==> src/rtl/vedic_seq_pkg.sv <==
// rtl/vedic_seq_pkg.sv - shared types and schedule helpers for the sequential vedic multiplier
package vedic_seq_pkg;

  typedef enum logic [1:0] {IDLE, MUL, DONE} seq_state_t;

  typedef logic [1:0] pp_idx_t;

  // Left shift applied to partial product idx before it joins the accumulator.
  // idx bit1 selects the high half of a, idx bit0 the high half of b.
  function automatic int pp_shift(pp_idx_t idx, int width);
    case (idx)
      2'd0:    return 0;
      2'd3:    return width;
      default: return width / 2;
    endcase
  endfunction

  // Lowest set index of a 4-entry partial-product mask (3 when only bit 3 or none is set).
  function automatic pp_idx_t lowest_idx(logic [3:0] m);
    if (m[0])      return 2'd0;
    else if (m[1]) return 2'd1;
    else if (m[2]) return 2'd2;
    else           return 2'd3;
  endfunction

endpackage

==> src/rtl/vedic_mult_seq_ctrl_if.sv <==
// rtl/vedic_mult_seq_ctrl_if.sv - operand/result handshake bundle for vedic_mult_seq_ctrl
interface vedic_mult_seq_ctrl_if #(
  parameter int WIDTH = 32
);
  logic               in_valid;
  logic               in_ready;
  logic [WIDTH-1:0]   a;
  logic [WIDTH-1:0]   b;
  logic               out_valid;
  logic               out_ready;
  logic [2*WIDTH-1:0] out;
  logic               busy;

  // Producer/consumer side of the block.
  modport master (
    output in_valid, a, b, out_ready,
    input  in_ready, out_valid, out, busy
  );

  // The sequencer itself.
  modport slave (
    input  in_valid, a, b, out_ready,
    output in_ready, out_valid, out, busy
  );
endinterface

==> src/rtl/vedic_mult.sv <==
// rtl/vedic_mult.sv - combinational unsigned vedic multiplier, recursive down to a 2x2 gate cell
module vedic_mult #(
  parameter int WIDTH = 16
) (
  input  logic [WIDTH-1:0]   a,
  input  logic [WIDTH-1:0]   b,
  output logic [2*WIDTH-1:0] p
);

  if (WIDTH == 2) begin : g_base
    logic c;
    // 2x2 cell: vertical and crosswise terms built from plain gates
    assign p[0] = a[0] & b[0];
    assign p[1] = (a[1] & b[0]) ^ (a[0] & b[1]);
    assign c    = (a[1] & b[0]) & (a[0] & b[1]);
    assign p[2] = (a[1] & b[1]) ^ c;
    assign p[3] = (a[1] & b[1]) & c;
  end else begin : g_rec
    localparam int H  = WIDTH / 2;
    localparam int PW = 2 * WIDTH;
    logic [WIDTH-1:0] ll, lh, hl, hh;

    vedic_mult #(.WIDTH(H)) u_ll (.a(a[H-1:0]),     .b(b[H-1:0]),     .p(ll));
    vedic_mult #(.WIDTH(H)) u_lh (.a(a[H-1:0]),     .b(b[WIDTH-1:H]), .p(lh));
    vedic_mult #(.WIDTH(H)) u_hl (.a(a[WIDTH-1:H]), .b(b[H-1:0]),     .p(hl));
    vedic_mult #(.WIDTH(H)) u_hh (.a(a[WIDTH-1:H]), .b(b[WIDTH-1:H]), .p(hh));

    // Crosswise terms land at H, the high-high term at WIDTH; the sum fits in PW bits.
    assign p = PW'(ll) + (PW'(lh) << H) + (PW'(hl) << H) + (PW'(hh) << WIDTH);
  end

endmodule

==> src/rtl/vedic_mult_seq_ctrl.sv <==
// rtl/vedic_mult_seq_ctrl.sv - WIDTHxWIDTH multiply via four passes through one HALF-width vedic_mult; VEDIC_SEQ_ZERO_SKIP_EN skips zero partial products
module vedic_mult_seq_ctrl
  import vedic_seq_pkg::*;
#(
  parameter int WIDTH = 32
) (
  input logic                  clk,
  input logic                  rst,
  vedic_mult_seq_ctrl_if.slave bus
);

  localparam int HALF = WIDTH / 2;
  localparam int PW   = 2 * WIDTH;

  seq_state_t       state, state_nx;
  pp_idx_t          idx, first_idx, next_idx;
  logic [WIDTH-1:0] op_a, op_b;
  logic [PW-1:0]    acc, pp_term;
  logic [HALF-1:0]  mul_a, mul_b;
  logic [WIDTH-1:0] pp;
  logic             accept, last_step, start_empty;

  // Shared multiplier sees only the captured operands, never the live bus.
  assign mul_a = idx[1] ? op_a[WIDTH-1:HALF] : op_a[HALF-1:0];
  assign mul_b = idx[0] ? op_b[WIDTH-1:HALF] : op_b[HALF-1:0];

  vedic_mult #(.WIDTH(HALF)) u_mul (.a(mul_a), .b(mul_b), .p(pp));

  assign pp_term = PW'(pp) << pp_shift(idx, WIDTH);

`ifdef VEDIC_SEQ_ZERO_SKIP_EN
  logic [3:0] mask, in_mask, remaining;

  // Partial products whose both operand halves are nonzero for the incoming pair
  always_comb begin
    in_mask[0] = (bus.a[HALF-1:0] != '0)     && (bus.b[HALF-1:0] != '0);
    in_mask[1] = (bus.a[HALF-1:0] != '0)     && (bus.b[WIDTH-1:HALF] != '0);
    in_mask[2] = (bus.a[WIDTH-1:HALF] != '0) && (bus.b[HALF-1:0] != '0);
    in_mask[3] = (bus.a[WIDTH-1:HALF] != '0) && (bus.b[WIDTH-1:HALF] != '0);
  end

  assign remaining   = mask & (4'b1110 << idx);
  assign first_idx   = lowest_idx(in_mask);
  assign next_idx    = lowest_idx(remaining);
  assign last_step   = (remaining == 4'b0000);
  assign start_empty = (in_mask == 4'b0000);

  // Mask is frozen at accept so later bus changes cannot alter the schedule
  always_ff @(posedge clk or posedge rst) begin
    if (rst)         mask <= 4'b0000;
    else if (accept) mask <= in_mask;
  end
`else
  assign first_idx   = 2'd0;
  assign next_idx    = idx + 2'd1;
  assign last_step   = (idx == 2'd3);
  assign start_empty = 1'b0;
`endif

  // State register
  always_ff @(posedge clk or posedge rst) begin
    if (rst) state <= IDLE;
    else     state <= state_nx;
  end

  // Next-state and handshake outputs; DONE never accepts in its release cycle
  always_comb begin
    state_nx      = state;
    accept        = 1'b0;
    bus.in_ready  = 1'b0;
    bus.out_valid = 1'b0;
    bus.busy      = 1'b1;
    case (state)
      IDLE: begin
        bus.in_ready = 1'b1;
        bus.busy     = 1'b0;
        if (bus.in_valid) begin
          accept   = 1'b1;
          state_nx = start_empty ? DONE : MUL;
        end
      end
      MUL: begin
        if (last_step) state_nx = DONE;
      end
      DONE: begin
        bus.out_valid = 1'b1;
        if (bus.out_ready) state_nx = IDLE;
      end
      default: state_nx = IDLE;
    endcase
  end

  // Operand capture and shift-accumulate of one partial product per MUL cycle
  always_ff @(posedge clk or posedge rst) begin
    if (rst) begin
      op_a <= '0;
      op_b <= '0;
      acc  <= '0;
      idx  <= 2'd0;
    end else if (accept) begin
      op_a <= bus.a;
      op_b <= bus.b;
      acc  <= '0;
      idx  <= first_idx;
    end else if (state == MUL) begin
      acc <= acc + pp_term;
      idx <= next_idx;
    end
  end

  assign bus.out = acc;

endmodule

==> src/flat_wrapper.sv <==
// flat-port wrapper written by rule: the top's interface ports become plain ports
module vedic_mult_seq_ctrl_flat import vedic_seq_pkg::*;
#(
  parameter int WIDTH = 32
)
  (clk, rst, bus_in_valid, bus_a, bus_b, bus_out_ready, bus_in_ready, bus_out_valid, bus_out, bus_busy);
  vedic_mult_seq_ctrl_if #(.WIDTH(WIDTH)) bus_i ();
  input logic clk;
  input logic rst;
  input wire logic [$bits(bus_i.in_valid)-1:0] bus_in_valid;
  input wire logic [$bits(bus_i.a)-1:0] bus_a;
  input wire logic [$bits(bus_i.b)-1:0] bus_b;
  input wire logic [$bits(bus_i.out_ready)-1:0] bus_out_ready;
  output wire logic [$bits(bus_i.in_ready)-1:0] bus_in_ready;
  output wire logic [$bits(bus_i.out_valid)-1:0] bus_out_valid;
  output wire logic [$bits(bus_i.out)-1:0] bus_out;
  output wire logic [$bits(bus_i.busy)-1:0] bus_busy;
  assign bus_i.in_valid = bus_in_valid;
  assign bus_i.a = bus_a;
  assign bus_i.b = bus_b;
  assign bus_i.out_ready = bus_out_ready;
  assign bus_in_ready = bus_i.in_ready;
  assign bus_out_valid = bus_i.out_valid;
  assign bus_out = bus_i.out;
  assign bus_busy = bus_i.busy;
  vedic_mult_seq_ctrl #(.WIDTH(WIDTH)) u_core (.clk(clk), .rst(rst), .bus(bus_i));
endmodule
==> config.mk <==
export PLATFORM = sky130hd
export DESIGN_NAME = vedic_mult_seq_ctrl_flat
export DESIGN_NICKNAME = d
export VERILOG_FILES = /design/src/rtl/vedic_seq_pkg.sv /design/src/rtl/vedic_mult_seq_ctrl_if.sv /design/src/rtl/vedic_mult.sv /design/src/rtl/vedic_mult_seq_ctrl.sv /design/src/flat_wrapper.sv
export SDC_FILE = /design/constraint.sdc
export NUM_CORES = 1
export LEC_CHECK = 0
export CORE_ASPECT_RATIO = 0.8
export CORE_UTILIZATION = 68
export CTS_CLUSTER_SIZE = 8
export DETAILED_ROUTE_END_ITERATION = 10
export DONT_BUFFER_PORTS = 1
export PLACE_DENSITY_LB_ADDON = 0.3
export SLEW_MARGIN = 25
export SYNTH_ARGS = -nofsm -noshare
export SYNTH_HDL_FRONTEND = slang
export SYNTH_SLANG_ARGS = --single-unit
==> constraint.sdc <==
create_clock -name clk -period 38.5 [get_ports clk]
set_input_delay 3.85 -clock clk [delete_from_list [all_inputs] [get_ports clk]]
set_output_delay 3.85 -clock clk [all_outputs]
set_load 0.005 [all_outputs]
==> summary.md, run 1 <==
| Metric | Value |
|---|---|
| # port buffers | 0 |
| Final min period | 14.03 ns |
| Setup CP Type | reg -> reg |
| Initial Utilization | 69.41% |
| Mapped cell area | 20430 sq um |
| Post-synthesis sequential area ratio | 16.17% |
| Die height | 157.0 microns |
| Vias | 17410 |
| Clk_lat worst skew | 0.45 ns |
| Post-Synthesis Net Count | 2961 |
| Largest net degree at the start of global routing | 77 |
| Setup TNS | 0 ns |
| Worst clock skew | 0.007572 ns |
| Row count | 56 |
| Core area | 29430 sq um |
| Global-route wire length before repair | 91250 microns |
| Critical Path Sink Type | register |
| Nets | 2929 |
| Post-synthesis average cell area | 8.451 sq um |
| DR pass1 iterations | 6 |
| Startpoint Class | register |
| Worst hold path type | reg -> reg |
| Main synth FF type | dfrtp_1 |
| CTS Buf Count | 17 |
| Vias in the first global route | 17010 |
| Slew headroom | 39.01% |
| CTS tree | yes |
| Fillers | 2229 |
| Die area | 30740 sq um |
| Root Driver | clkbuf_16 |
| Post-CTS setup buffer count | 0 |
| Total congestion overflow | 0 |
| Async SR Flop Fraction | 100.0% |
| CTS max path bufs | 2 |
| Worst-Margin Slew | 0.9094 ns |
| Share of cells above drive strength 1 | 7.923% |
| Clk sinks | 132 |
| Post-synth EDFFs | 0 |
| H-tree depth | 4 |
| Final WL | 58060 microns |
| GRT Util Overall | 38.71% |
| R2r worst-path depth | 60 |
| Most used cell, CP | inv_1 |
| Hold_buf cts | 0 |
| Hold Path Cell Cnt | 1 |
| Clock transition at path regs | 0.07 ns |
| Arrival @ worst endpoint | 14.37 ns |
| DIE WIDTH | 195.8 microns |
| Final Hold Fails | 0 |
| Initial antenna violation count | 10 |
| Slew Viols, Final | 0 |
| Dpl hpwl | 45940 microns |
| Slowest cell on crit path | o41ai_2 |
| Final ANT Viol Nets | 0 |
| Via density | 6.262 |
| Worst stage delay on the critical path | 0.63 ns |
| Initial DRC Count | 1702 |
| Status | finished clean |
| # setup viols final | 0 |
| Max-cap violations | 0 |
| Peak Freq | 71.28 MHz |
| Global placer's final weighted congestion | 1.008 |
| Final worst setup slack | 24.47 ns |
| WL/cell | 20.89 microns |
| Crit Path Max Fanout | 20 |
| RSZ-0062 raised after global routing | false |
| Worst Path Required | 38.84 ns |
| Num ports | 135 |
| YS warnings | 0 |
| Area grow syn2layout | 5.115% |
| Synth unique cells | 74 |
| Hold Worst Slack | 0.5133 ns |
| Worst slack, placed | 24.84 ns |
| Period utilization | 36.44% |
| Post_cts resized | 0 |
| Post-route DRC | 0 |
| Syn Inst Count | 2417 |
| Synth Register Bits | 132 |
-- worst max-delay path, delay by kind of cell (launching register included) --
family | cells | cell delay (ns)
AOI/OAI and AO/OA | 20 | 4.98
adders and majority gates | 11 | 4.35
and+or+nand+nor | 11 | 1.47
buffers and inverters | 10 | 1.21
xor gates and xnor gates | 6 | 1.02
DFF | 1 | 0.45
muxes | 2 | 0.44
-- synthesized netlist by cell type, drive strengths merged, types with 11 or more instances --
| library cell | number | area, sq um |
|---|---|---|
| a21o | 96 | 723.2 |
| mux2 | 73 | 822.0 |
| fa | 115 | 2302 |
| xnor2 | 103 | 902.1 |
| dfrtp | 132 | 3303 |
| nor3 | 16 | 80.08 |
| nor2 | 300 | 1126 |
| mux2i | 42 | 420.4 |
| or2 | 24 | 150.1 |
| a21oi | 157 | 793.3 |
| a22o | 11 | 96.34 |
| nand3 | 19 | 100.1 |
| ha | 361 | 4517 |
| nor2b | 18 | 112.6 |
| o21bai | 22 | 165.2 |
| clkbuf | 85 | 320.3 |
| xor2 | 80 | 700.7 |
| nand4 | 15 | 93.84 |
| nand2 | 127 | 476.7 |
| nand2b | 15 | 93.84 |
| and3 | 22 | 137.6 |
| and2 | 23 | 143.9 |
| inv | 308 | 1156 |
| o21ai | 110 | 554.3 |
| o22ai | 25 | 156.4 |
| o21a | 19 | 142.6 |
-- registers in the layout (all words and copies together), names as in the netlist --
signal and cells:
u_core.bus.out 64, u_core.op_b 32, u_core.op_a 32, u_core.idx 2
u_core.state 2
-- layer usage --
metal / wire (microns) / up-vias / global-route usage, %
met1: 25050 / 8369 / 51.79
met4: 1737 / 8 / 12.61
met2: 24630 / 766 / 59.05
li1: - / 8132 / -
met3: 6594 / 132 / 12.79
met5: 54 / - / 0
-- area by class of cell --
class | count | area [sq um] | area share (%)
multi-input cells | 1887 | 15650 | 72.87
flip-flops and latches | 132 | 3303 | 15.38
inverters | 308 | 1161 | 5.408
well taps | 377 | 471.7 | 2.197
clock buffers | 17 | 425.4 | 1.981
repair buffers | 39 | 292.8 | 1.364
clock inverters | 15 | 157.7 | 0.7343
diodes | 5 | 12.51 | 0.05828
-- layout by cell type (no fill, tap or decap), types with 24 or more instances in the layout --
cell type  instances
a21o_1            94
a21oi_1          155
buf_4             39
dfrtp_1          132
fa_1             115
ha_1             360
inv_1            307
mux2_2            73
mux2i_1           40
nand2_1          127
nor2_1           299
o21ai_0          104
o22ai_1           25
or2_2             24
xnor2_1          103
xor2_1            80
-- worst paths after layout --
kind	to	slack, ns	from
worst max-delay path	u_core.bus.out[62]$_DFFE_PP0P_	24.47	u_core.idx[0]$_DFFE_PP0P_
worst min-delay path	u_core.op_a[21]$_DFFE_PP0P_	0.51	u_core.op_a[21]$_DFFE_PP0P_
worst max register to register	u_core.bus.out[62]$_DFFE_PP0P_	24.47	u_core.idx[0]$_DFFE_PP0P_
worst min register to register	u_core.op_a[21]$_DFFE_PP0P_	0.51	u_core.op_a[21]$_DFFE_PP0P_
max in group asynchronous	u_core.op_b[18]$_DFFE_PP0P_	33.89	rst
min in group asynchronous	u_core.bus.out[19]$_DFFE_PP0P_	3.31	rst
-- cells by family after synthesis --
group	Yosys count	share of synthesized area, %
and+or+nand+nor	605	13.32
DFF	132	16.17
AOI/OAI and AO/OA	508	15.86
xor gates and xnor gates	183	7.847
adders and majority gates	476	33.38
muxes	115	6.083
buffers and inverters	398	7.338
-- per-stage QoR --
stage	std cells	util, %	cell area [sq um]
floorplan	2417	-	20430
CTS	2775	72.90	21450
global placement	2743	70.91	20870
detailed placement	2743	70.91	20870
global route	2780	72.96	21470
finish	2780	72.96	21470
Power of run 1 is not shown: default switching activity piles up to over one toggle a cycle in this logic, so the estimate is an artifact.
==> run 2: changes to the inputs <==
--- a/config.mk
+++ b/config.mk
@@ -6,7 +6,7 @@
 export NUM_CORES = 1
 export LEC_CHECK = 0
 export CORE_ASPECT_RATIO = 0.8
-export CORE_UTILIZATION = 68
+export CORE_UTILIZATION = 67
 export CTS_CLUSTER_SIZE = 8
 export DETAILED_ROUTE_END_ITERATION = 10
 export DONT_BUFFER_PORTS = 1
==> constraint.sdc (replaced) <==
create_clock -name clk -period 13.7 [get_ports clk]
set_input_delay 1.37 -clock clk [delete_from_list [all_inputs] [get_ports clk]]
set_output_delay 1.37 -clock clk [all_outputs]
set_load 0.005 [all_outputs]
==> run 2 against run 1 <==
Net effect:
- global-route usage is 0.36 points higher
- core utilization is 0.17 points higher
- clock skew is 0.0040 ns higher
- cell count is 1.3% higher
- register-to-register slack worse by 24 ns
- worst hold slack hardly changed
- first-iteration DRC count is 13% higher
==> summary.md, run 2 (synthesis gave the netlist of run 1 again) <==
| Metric | Value |
|---|---|
| Final Hold Fails | 0 (unchanged) |
| Slowest cell on crit path | fa_1 |
| Share of cells above drive strength 1 | 8.535% (+0.61 points) |
| Critical Path Sink Type | register |
| Status | finished clean |
| CTS tree | yes |
| Period utilization | 95.11% (+59 points) |
| Peak Freq | 76.74 MHz (+7.7%) |
| Final min period | 13.03 ns (-0.9997 ns) |
| Max reg flops | 64 (unchanged) |
| WL/cell | 21.20 microns (+1.5%) |
| Final WL | 59690 microns (+2.8%) |
| Initial Utilization | 68.92% (-0.49 points) |
| Die height | 158.2 microns (+0.74%) |
| CTS max path bufs | 2 (unchanged) |
| Global-route wire length before repair | 93020 microns (+1.9%) |
| Nets | 2933 (+0.14%) |
| # port buffers | 0 (unchanged) |
| Dpl hpwl | 47290 microns (+2.9%) |
| Via density | 6.262 (about the same) |
| GRT Util Overall | 39.07% (+0.36 points) |
| Area grow syn2layout | 6.120% |
| Worst Path Required | 14.04 ns (-24.80 ns) |
| Max-cap violations | 0 (unchanged) |
| CTS Buf Count | 17 (unchanged) |
| Root Driver | clkbuf_16 |
| Area after detailed placement | 20910 sq um (+0.19%) |
| Clk sinks | 132 (unchanged) |
| Setup CP Type | reg -> reg |
| Largest net degree at the start of global routing | 71 (-7.8%) |
| Num ports | 135 (unchanged) |
| Most used cell, CP | a21oi_1 |
| # setup viols final | 0 (unchanged) |
| Worst hold path type | reg -> reg |
| Core area | 29640 sq um (+0.71%) |
| Startpoint Class | register |
| Vias | 17630 (+1.3%) |
| Post-route DRC | 0 (unchanged) |
| Row count | 56 (unchanged) |
| Initial antenna violation count | 12 (+2) |
| Crit Path Max Fanout | 15 (-25%) |
| Worst-Margin Slew | 1.059 ns (+0.1492 ns) |
| Worst stage delay on the critical path | 0.54 ns (-0.09 ns) |
| Commonest cells after routing, fill and taps aside | ha_1 (360), inv_1 (307), nor2_1 (299) |
| Slew headroom | 29.42% (-9.6 points) |
| Hold Worst Slack | 0.5138 ns (+0.0004840 ns) |
| Slew Viols, Final | 0 (unchanged) |
| Total congestion overflow | 0 (unchanged) |
| Worst clock skew | 0.01160 ns (+0.004025 ns) |
| Clk_lat worst skew | 0.46 ns (about the same) |
| Finished Layout Cells | 2815 (+1.3%) |
| Finished Cell Area | 21680 sq um (+0.96%) |
| Global placer's final weighted congestion | 1.008 (about the same) |
| Hold_buf cts | 0 (unchanged) |
| Final ANT Viol Nets | 0 (unchanged) |
| Fillers | 2296 (+3.0%) |
| DR pass1 iterations | 7 (+1) |
| Final core utilization | 73.13% (+0.17 points) |
| H-tree depth | 4 (unchanged) |
| Vias in the first global route | 17160 (+0.86%) |
| Initial DRC Count | 1919 (+13%) |
| Arrival @ worst endpoint | 13.37 ns (-1.00 ns) |
| Clock transition at path regs | 0.07 ns (about the same) |
| Dpl cells | 2773 (+1.1%) |
| DIE WIDTH | 197.2 microns (+0.74%) |
| Die area | 31190 sq um (+1.5%) |
| Commonest non-fill, non-tap cell in the layout | ha_1 |
run 2: cell count changes in the layout (fill, tap and decap cells not counted), moves of 2 or more:
cell,before,now
o21ai_0,104,100
buf_4,39,41
a21oi_1,155,153
o21ai_1,5,9
diode_2,5,7
inv_8,6,4
o41ai_1,3,1
a21oi_2,2,4
run 2: worst max-delay path, delay by kind of cell (launching register included):
family          cells  cell delay [ns]
buf+inv             8             0.89
mux                 2             0.47
xor+xnor            4             0.78
fa+ha+maj          11             4.45
simple gates        7             0.85
compound gates     24             4.96
flops               1             0.46
run 2: metrics by stage:
step,worst slack (ns),setup TNS [ns]
after floorplan,1.141,0
after global placement,0.7930,0
after detailed placement,0.2850,0
after CTS,0.1225,0
after global routing,-0.004498,-0.004498
final,0.6697,0
run 2: layout make-up:
| cell class | instances | area (sq um) | area share [%] |
|---|---|---|---|
| diodes | 7 | 17.52 | 0.08081 |
| clock buffers | 17 | 425.4 | 1.963 |
| clock inverters | 15 | 158.9 | 0.7331 |
| well taps | 406 | 508.0 | 2.344 |
| multi-input cells | 1887 | 15750 | 72.68 |
| repair buffers | 43 | 346.6 | 1.599 |
| inverters | 308 | 1161 | 5.357 |
| flip-flops and latches | 132 | 3304 | 15.24 |
run 2: worst paths after layout:
check / depth (start not counted) / start / slack (ns) / endpoint
max: 56 / u_core.idx[1]$_DFFE_PP0P_ / 0.67 / u_core.bus.out[61]$_DFFE_PP0P_
min: 1 / u_core.op_b[30]$_DFFE_PP0P_ / 0.51 / u_core.op_b[30]$_DFFE_PP0P_
max reg2reg: 56 / u_core.idx[1]$_DFFE_PP0P_ / 0.67 / u_core.bus.out[61]$_DFFE_PP0P_
min reg2reg: 1 / u_core.op_b[30]$_DFFE_PP0P_ / 0.51 / u_core.op_b[30]$_DFFE_PP0P_
max in group asynchronous: 3 / rst / 11.79 / u_core.op_a[22]$_DFFE_PP0P_
min in group asynchronous: 1 / rst / 0.83 / u_core.bus.out[6]$_DFFE_PP0P_
run 2: what timing repair did:
item | CTS | global route
endpoints found under the setup margin | 0 | 24
setup buffers | 0 | 2
resized for setup | 0 | 25
run 2: metal layers:
metal | vias up | GRT usage [%] | routed length (microns)
met3 | 130 | 10.97 | 6605
met5 | - | 0 | 55
met2 | 831 | 58.92 | 25290
li1 | 8139 | - | -
met1 | 8519 | 54.09 | 26040
met4 | 8 | 12.11 | 1702
Power of run 2 is left out for the same reason.
